### src/rtl/rr_grant_arbiter_pkg.sv
// Shared types and constants for the 16-requester round-robin grant arbiter.
// Optional grant timeout is enabled with the ARB_TIMEOUT_EN macro.
package rr_grant_arbiter_pkg;

  localparam int N           = 16;
  localparam int PW          = 4;
  localparam int TIMEOUT_DEF = 255;

  typedef enum logic [1:0] {
    ST_IDLE    = 2'd0,
    ST_GRANT   = 2'd1,
    ST_RELEASE = 2'd2
  } arb_state_e;

  // Priority moves to the requester just after the one last served; wraps 15 -> 0.
  function automatic logic [PW-1:0] ptr_after(input logic [PW-1:0] sel);
    return sel + {{(PW-1){1'b0}}, 1'b1};
  endfunction

  function automatic logic is_onehot_or_zero(input logic [N-1:0] v);
    return ((v & (v - {{(N-1){1'b0}}, 1'b1})) == {N{1'b0}});
  endfunction

endpackage

### src/rtl/rr_grant_arbiter_if.sv
// Request/grant handshake bundle between requesters/consumer and the arbiter.
// timeout_err exists only when ARB_TIMEOUT_EN is defined.
interface rr_grant_arbiter_if
  import rr_grant_arbiter_pkg::*;
();

  logic [N-1:0] req;
  logic         grant_ack;
  logic [N-1:0] grant;
  logic         grant_valid;
  logic         busy;
`ifdef ARB_TIMEOUT_EN
  logic         timeout_err;
`endif

  modport master (
    output req,
    output grant_ack,
    input  grant,
    input  grant_valid,
`ifdef ARB_TIMEOUT_EN
    input  timeout_err,
`endif
    input  busy
  );

  modport slave (
    input  req,
    input  grant_ack,
    output grant,
    output grant_valid,
`ifdef ARB_TIMEOUT_EN
    output timeout_err,
`endif
    output busy
  );

endinterface

### src/rtl/rr_grant_arbiter_pick16.sv
// Combinational rotate-and-select: first set request at or after ptr, wrapping mod 16.
// Returns a one-hot pick (zero when no request) and its index.
module rr_grant_arbiter_pick16
  import rr_grant_arbiter_pkg::*;
(
  input  logic [N-1:0]  req_i,
  input  logic [PW-1:0] ptr_i,
  output logic [N-1:0]  pick_o,
  output logic [PW-1:0] idx_o,
  output logic          valid_o
);

  logic          found_s;
  logic [PW-1:0] idx_s;
  logic [PW-1:0] pos_s;

  // Scan from ptr upward; the first hit stops further updates.
  always_comb begin
    found_s = 1'b0;
    idx_s   = {PW{1'b0}};
    pos_s   = {PW{1'b0}};
    for (int i = 0; i < N; i++) begin
      pos_s = ptr_i + PW'(i);
      if (!found_s && req_i[pos_s]) begin
        found_s = 1'b1;
        idx_s   = pos_s;
      end else begin
        found_s = found_s;
      end
    end
  end

  // One-hot form of the selected index; all-zero when nothing requests.
  always_comb begin
    if (found_s) begin
      pick_o = {{(N-1){1'b0}}, 1'b1} << idx_s;
    end else begin
      pick_o = {N{1'b0}};
    end
  end

  assign idx_o   = idx_s;
  assign valid_o = found_s;

endmodule

### src/rtl/rr_grant_arbiter.sv
// Round-robin arbiter with a registered one-hot grant held until acknowledged.
// With ARB_TIMEOUT_EN defined, an unacknowledged grant is revoked after TIMEOUT cycles.
module rr_grant_arbiter
  import rr_grant_arbiter_pkg::*;
#(
`ifdef ARB_TIMEOUT_EN
  parameter int TIMEOUT = TIMEOUT_DEF
`endif
) (
  input  logic            clk,
  input  logic            rst_n,
  rr_grant_arbiter_if.slave bus
);

  arb_state_e    state_q, state_d;
  logic [PW-1:0] ptr_q, ptr_d;
  logic [PW-1:0] sel_q, sel_d;
  logic [N-1:0]  grant_q, grant_d;
  logic          grant_valid_q, grant_valid_d;
  logic          busy_q, busy_d;

  logic [N-1:0]  pick_s;
  logic [PW-1:0] pick_idx_s;
  logic          pick_valid_s;

`ifdef ARB_TIMEOUT_EN
  localparam int CW = (TIMEOUT < 2) ? 1 : $clog2(TIMEOUT + 1);
  localparam logic [CW-1:0] CNT_LAST = CW'(TIMEOUT - 1);
  logic [CW-1:0] cnt_q, cnt_d;
  logic          timeout_err_q, timeout_err_d;
`endif

  rr_grant_arbiter_pick16 u_pick (
    .req_i   (bus.req),
    .ptr_i   (ptr_q),
    .pick_o  (pick_s),
    .idx_o   (pick_idx_s),
    .valid_o (pick_valid_s)
  );

  // Next-state and output decode for IDLE -> GRANT -> RELEASE.
  always_comb begin
    state_d       = state_q;
    ptr_d         = ptr_q;
    sel_d         = sel_q;
    grant_d       = grant_q;
    grant_valid_d = grant_valid_q;
`ifdef ARB_TIMEOUT_EN
    cnt_d         = cnt_q;
    timeout_err_d = 1'b0;
`endif
    case (state_q)
      ST_IDLE: begin
        if (pick_valid_s) begin
          grant_d       = pick_s;
          grant_valid_d = 1'b1;
          sel_d         = pick_idx_s;
          state_d       = ST_GRANT;
`ifdef ARB_TIMEOUT_EN
          cnt_d         = {CW{1'b0}};
`endif
        end else begin
          state_d = ST_IDLE;
        end
      end
      ST_GRANT: begin
        // req is deliberately ignored here: the grant is sticky until ack.
        if (bus.grant_ack) begin
          ptr_d         = ptr_after(sel_q);
          grant_d       = {N{1'b0}};
          grant_valid_d = 1'b0;
          state_d       = ST_RELEASE;
`ifdef ARB_TIMEOUT_EN
        end else if (cnt_q == CNT_LAST) begin
          ptr_d         = ptr_after(sel_q);
          grant_d       = {N{1'b0}};
          grant_valid_d = 1'b0;
          timeout_err_d = 1'b1;
          state_d       = ST_RELEASE;
        end else begin
          cnt_d = cnt_q + {{(CW-1){1'b0}}, 1'b1};
        end
`else
        end else begin
          state_d = ST_GRANT;
        end
`endif
      end
      ST_RELEASE: begin
        state_d = ST_IDLE;
      end
      default: begin
        state_d       = ST_IDLE;
        grant_d       = {N{1'b0}};
        grant_valid_d = 1'b0;
      end
    endcase
    busy_d = (state_d != ST_IDLE);
    // Never let a multi-hot value reach the encoder, even on corrupted state.
    if (!is_onehot_or_zero(grant_d)) begin
      grant_d       = {N{1'b0}};
      grant_valid_d = 1'b0;
    end else begin
      grant_valid_d = grant_valid_d;
    end
  end

  // State, pointer and registered outputs.
  always_ff @(posedge clk or negedge rst_n) begin
    if (!rst_n) begin
      state_q       <= ST_IDLE;
      ptr_q         <= {PW{1'b0}};
      sel_q         <= {PW{1'b0}};
      grant_q       <= {N{1'b0}};
      grant_valid_q <= 1'b0;
      busy_q        <= 1'b0;
    end else begin
      state_q       <= state_d;
      ptr_q         <= ptr_d;
      sel_q         <= sel_d;
      grant_q       <= grant_d;
      grant_valid_q <= grant_valid_d;
      busy_q        <= busy_d;
    end
  end

`ifdef ARB_TIMEOUT_EN
  // Grant wait counter and one-cycle revocation pulse.
  always_ff @(posedge clk or negedge rst_n) begin
    if (!rst_n) begin
      cnt_q         <= {CW{1'b0}};
      timeout_err_q <= 1'b0;
    end else begin
      cnt_q         <= cnt_d;
      timeout_err_q <= timeout_err_d;
    end
  end

  assign bus.timeout_err = timeout_err_q;
`endif

  assign bus.grant       = grant_q;
  assign bus.grant_valid = grant_valid_q;
  assign bus.busy        = busy_q;

endmodule

### src/flat_wrapper.sv
// flat-port wrapper written by rule: the top's interface ports become plain ports
module rr_grant_arbiter_flat import rr_grant_arbiter_pkg::*;
  (clk, rst_n, bus_req, bus_grant_ack, bus_grant, bus_grant_valid, bus_busy);
  rr_grant_arbiter_if bus_i ();
  input  logic clk;
  input  logic rst_n;
  input wire logic [$bits(bus_i.req)-1:0] bus_req;
  input wire logic [$bits(bus_i.grant_ack)-1:0] bus_grant_ack;
  output wire logic [$bits(bus_i.grant)-1:0] bus_grant;
  output wire logic [$bits(bus_i.grant_valid)-1:0] bus_grant_valid;
  output wire logic [$bits(bus_i.busy)-1:0] bus_busy;
  assign bus_i.req = bus_req;
  assign bus_i.grant_ack = bus_grant_ack;
  assign bus_grant = bus_i.grant;
  assign bus_grant_valid = bus_i.grant_valid;
  assign bus_busy = bus_i.busy;
  rr_grant_arbiter u_core (.clk(clk), .rst_n(rst_n), .bus(bus_i));
endmodule
### config.mk
export PLATFORM = sky130hd
export DESIGN_NAME = rr_grant_arbiter_flat
export DESIGN_NICKNAME = d
export VERILOG_FILES = /design/src/rtl/rr_grant_arbiter_pkg.sv /design/src/rtl/rr_grant_arbiter_if.sv /design/src/rtl/rr_grant_arbiter_pick16.sv /design/src/rtl/rr_grant_arbiter.sv /design/src/flat_wrapper.sv
export SDC_FILE = /design/constraint.sdc
export NUM_CORES = 1
export LEC_CHECK = 0
export BUFFER_PORTS_ARGS = -buffer_cell sky130_fd_sc_hd__buf_4
export CAP_MARGIN = 15
export CORE_MARGIN = 5
export CORE_UTILIZATION = 40
export DETAILED_ROUTE_END_ITERATION = 10
export GPL_TIMING_DRIVEN = 0
export PLACE_DENSITY = 0.55
export SLEW_MARGIN = 20
export SYNTH_ARGS = -nofsm -noshare
export SYNTH_HDL_FRONTEND = slang
export SYNTH_SLANG_ARGS = --single-unit
### constraint.sdc
create_clock -name clk -period 16.2 [get_ports clk]
set_clock_uncertainty 0.2 [all_clocks]
set_input_delay 2.43 -clock clk [delete_from_list [all_inputs] [get_ports clk]]
set_output_delay 2.43 -clock clk [all_outputs]
set_load 0.03 [all_outputs]
==> run summary <==
reg2reg start -> u_core.ptr_q[1]$_DFFE_PN0P_
synth cell count leaders -> nand2_1 (52), nor2_1 (31), dfrtp_1 (28)
GR Util All Layers -> 21.8%
top-count cell post-synth -> nand2_1
DRC -> 0
worst hold path class -> flop to flop
R2R depth -> 24
R2R Setup Slk -> 8640 ps
simple-gate share of the synthesized area -> 20.5%
Via-to-Cell Ratio -> 6.42
first-pass iteration count of the detailed router -> 5
DR WL/cell -> 21.5 um
post-DP HPWL -> 11.2 mm
routed wire length -> 14.3 mm
CP endpoint kind -> flop
post-CTS resize count -> 0
root buf cell -> clkbuf_8
clock buffer depth -> 2
register area share after synthesis -> 16.2%
H-tree depth -> 1
Layout Cells excl Fill -> 664
hold buffer count at CTS -> 0
min Tclk post-route -> 7560 ps
Clock transition at path regs -> 100 ps
period utilization -> 46.7%
die extent in x -> 114 um
initial antenna violation count -> 0
Critical R2R Capture -> u_core.bus.grant_valid$_DFFE_PN0P_
Yosys warnings -> 0
largest family of logic cells by synthesized area -> multiplexers
Cells after Synth -> 484
status -> finished clean
first-pass GRT wire length -> 22.9 mm
max_cap viols -> 0
largest net degree at the start of global routing -> 29
Crit path required time -> 16180 ps
syn_area_per_cell -> 8.95 sq um
Post-Syn Area -> 0.00433 sq mm
Crit Path Class -> flop to flop
CTS Buf Count -> 3
setup TNS -> 0 ps
CTS tree -> yes
CP max stage delay -> 550 ps
FF+latch count, synth -> 28
routed via count -> 4264
port bufs -> 36
Final setup viols -> 0
Synth Area in Compound Gates -> 26.3%
Routability Congestion -> 0.945
Critical path origin -> u_core.ptr_q[1]$_DFFE_PN0P_
post-route ant nets -> 0
crit-path cells -> buf_6, buf_2, clkbuf_1, inv_1, ha_1, clkbuf_1, buf_2, buf_2, mux2_2, mux4_2, mux2i_1, clkbuf_1, nor3_1, nor4_1, o211ai_1, o22a_2, buf_6, nor3_1, a41oi_1, nor2_4, o32ai_1, o32ai_2, buf_6, nor3_2
xor/xnor share of the synthesized area -> 3.00%
DRT iter0 DRCs -> 397
fin. max-slew vios -> 0
I/O pins -> 37
Post-synth EDFFs -> 0
Yosys top cell by area -> dfrtp_1
Max-slew headroom -> 37.9%
clk_lat worst skew -> 290 ps
ys async rst share -> 100%
slew at the pin with the worst max-slew slack -> 924 ps
RSZ-0062 raised after global routing -> no
total grt overflow -> 0
crit path max fanout -> 10
Critical Path AT -> 7540 ps
die area -> 0.0130 sq mm
Core Util, Final -> 45.1%
post-CTS setup buffers -> 0
number of global-route vias before repair -> 4260
Startpoint Class -> flop
Area contributors post-synth -> dfrtp_1 (16%), mux4_2 (13%), mux2i_1 (6.0%)
Area Overhead vs Synth -> 11.9%
Unique masters post-synth -> 86
Min Hold Slack -> 308 ps
Rows -> 38
# diodes -> 0
fmax -> 0.132 GHz
dpl cells -> 660
critical path's slowest cell -> dfrtp_1
multiplexer area fraction after synthesis -> 26.5%
Worst Setup EP -> u_core.bus.grant_valid$_DFFE_PN0P_
CTS sink count -> 28
prevailing post-synth register cell -> dfrtp_1
area fraction of the dominant cell type after synthesis -> 16.2%
Synth Area in Adders -> 2.54%
Post-Synthesis Net Count -> 511
Final nets -> 552
core area -> 0.0107 sq mm
die height -> 114 um
count of final hold-check violations -> 0
Starting Density -> 40.3%
share of cells above drive strength 1 -> 26.9%
[metrics by stage]
step / worst slack [ps] / cell area [sq um]
global route: 8140 / 4850
floorplan: 9660 / 4330
detailed placement: 8740 / 4780
CTS: 8690 / 4850
global placement: 8700 / 4780
finish: 8640 / 4850
[worst max-delay path, delay by kind of cell (launching register included)]
family                   cells  cell delay [ps]
AND/OR/NAND/NOR              5              830
multiplexers                 3             1060
flip-flops                   1              550
adder cells (fa/ha/maj)      1              410
AO/OA/AOI/OAI                5             1320
buffers and inverters       10             3060
[sequential cells by signal, indices dropped and copies added (netlist names)]
| signal | cells |
|---|---|
| u_core.bus.grant | 16 |
| u_core.ptr_q | 4 |
| u_core.bus.busy | 1 |
| u_core.state_q | 2 |
| u_core.sel_q | 4 |
| u_core.bus.grant_valid | 1 |
[cells by family after synthesis]
family,after synthesis
muxes,77
buffers and inverters,45
DFF,28
AOI/OAI and AO/OA,145
adders and majority gates,9
and+or+nand+nor,166
xor gates and xnor gates,14
[layer usage]
metal / track usage, % / wire length (um) / vias to the layer above / part of all wire, %
li1: - / - / 1985 / -
met1: 29.1 / 6110 / 2054 / 43
met2: 36.4 / 6850 / 186 / 48
met3: 2.17 / 860 / 39 / 6.0
met4: 8.55 / 469 / 0 / 3.3
met5: 0 / 0 / - / 0
[how the worst min path moves through the flow]
stage                                start                           to  slack, ps  depth (start not counted)
2_1_floorplan  u_core.sel_q[3]$_DFFE_PN0P_  u_core.sel_q[3]$_DFFE_PN0P_        270                          2
3_3_place_gp   u_core.sel_q[3]$_DFFE_PN0P_  u_core.sel_q[3]$_DFFE_PN0P_        280                          2
3_5_place_dp   u_core.sel_q[3]$_DFFE_PN0P_  u_core.sel_q[3]$_DFFE_PN0P_        290                          2
4_1_cts        u_core.sel_q[3]$_DFFE_PN0P_  u_core.sel_q[3]$_DFFE_PN0P_        320                          2
5_1_grt        u_core.sel_q[3]$_DFFE_PN0P_  u_core.sel_q[3]$_DFFE_PN0P_        340                          2
6_report       u_core.sel_q[3]$_DFFE_PN0P_  u_core.sel_q[3]$_DFFE_PN0P_        310                          2
[layout make-up]
type	instances	area (sq um)
plain buffers	32	166
clock buffers	3	41.3
clock inverters	1	30.0
multi-input cells	411	3420
flip-flops and latches	28	701
inverters	13	48.8
fillers	1095	5900
well taps	140	175
repair buffers	36	270
[placed cells by master (no fill, tap or decap), types with 5 or more instances in the layout]
cell       Yosys  routed
o2111ai_1      6       6
nand3_1       15      15
nand4_1        5       5
o22a_1         5       5
ha_1           8       8
o22ai_1        5       5
a211oi_1       7       7
nor4_1         5       5
buf_2         13      13
xnor2_1        5       5
xor2_1         8       8
a21oi_1       22      22
a211oi_2       6       6
o21ai_0       25      25
mux4_2        25      25
inv_1         12      12
nor2_1        31      31
buf_4          0      36
o211ai_1      10      10
dfrtp_1       28      28
mux2i_1       26      26
nor3_1        12      12
a21o_1         5       5
nand2_1       52      52
mux2_2        23      23
a22oi_1        5       5
or3_1          7       7
clkbuf_1      14      14
Power is left out: the tool's default activity adds up to more than one toggle a clock period on the data nets, which glitch-free logic cannot reach.
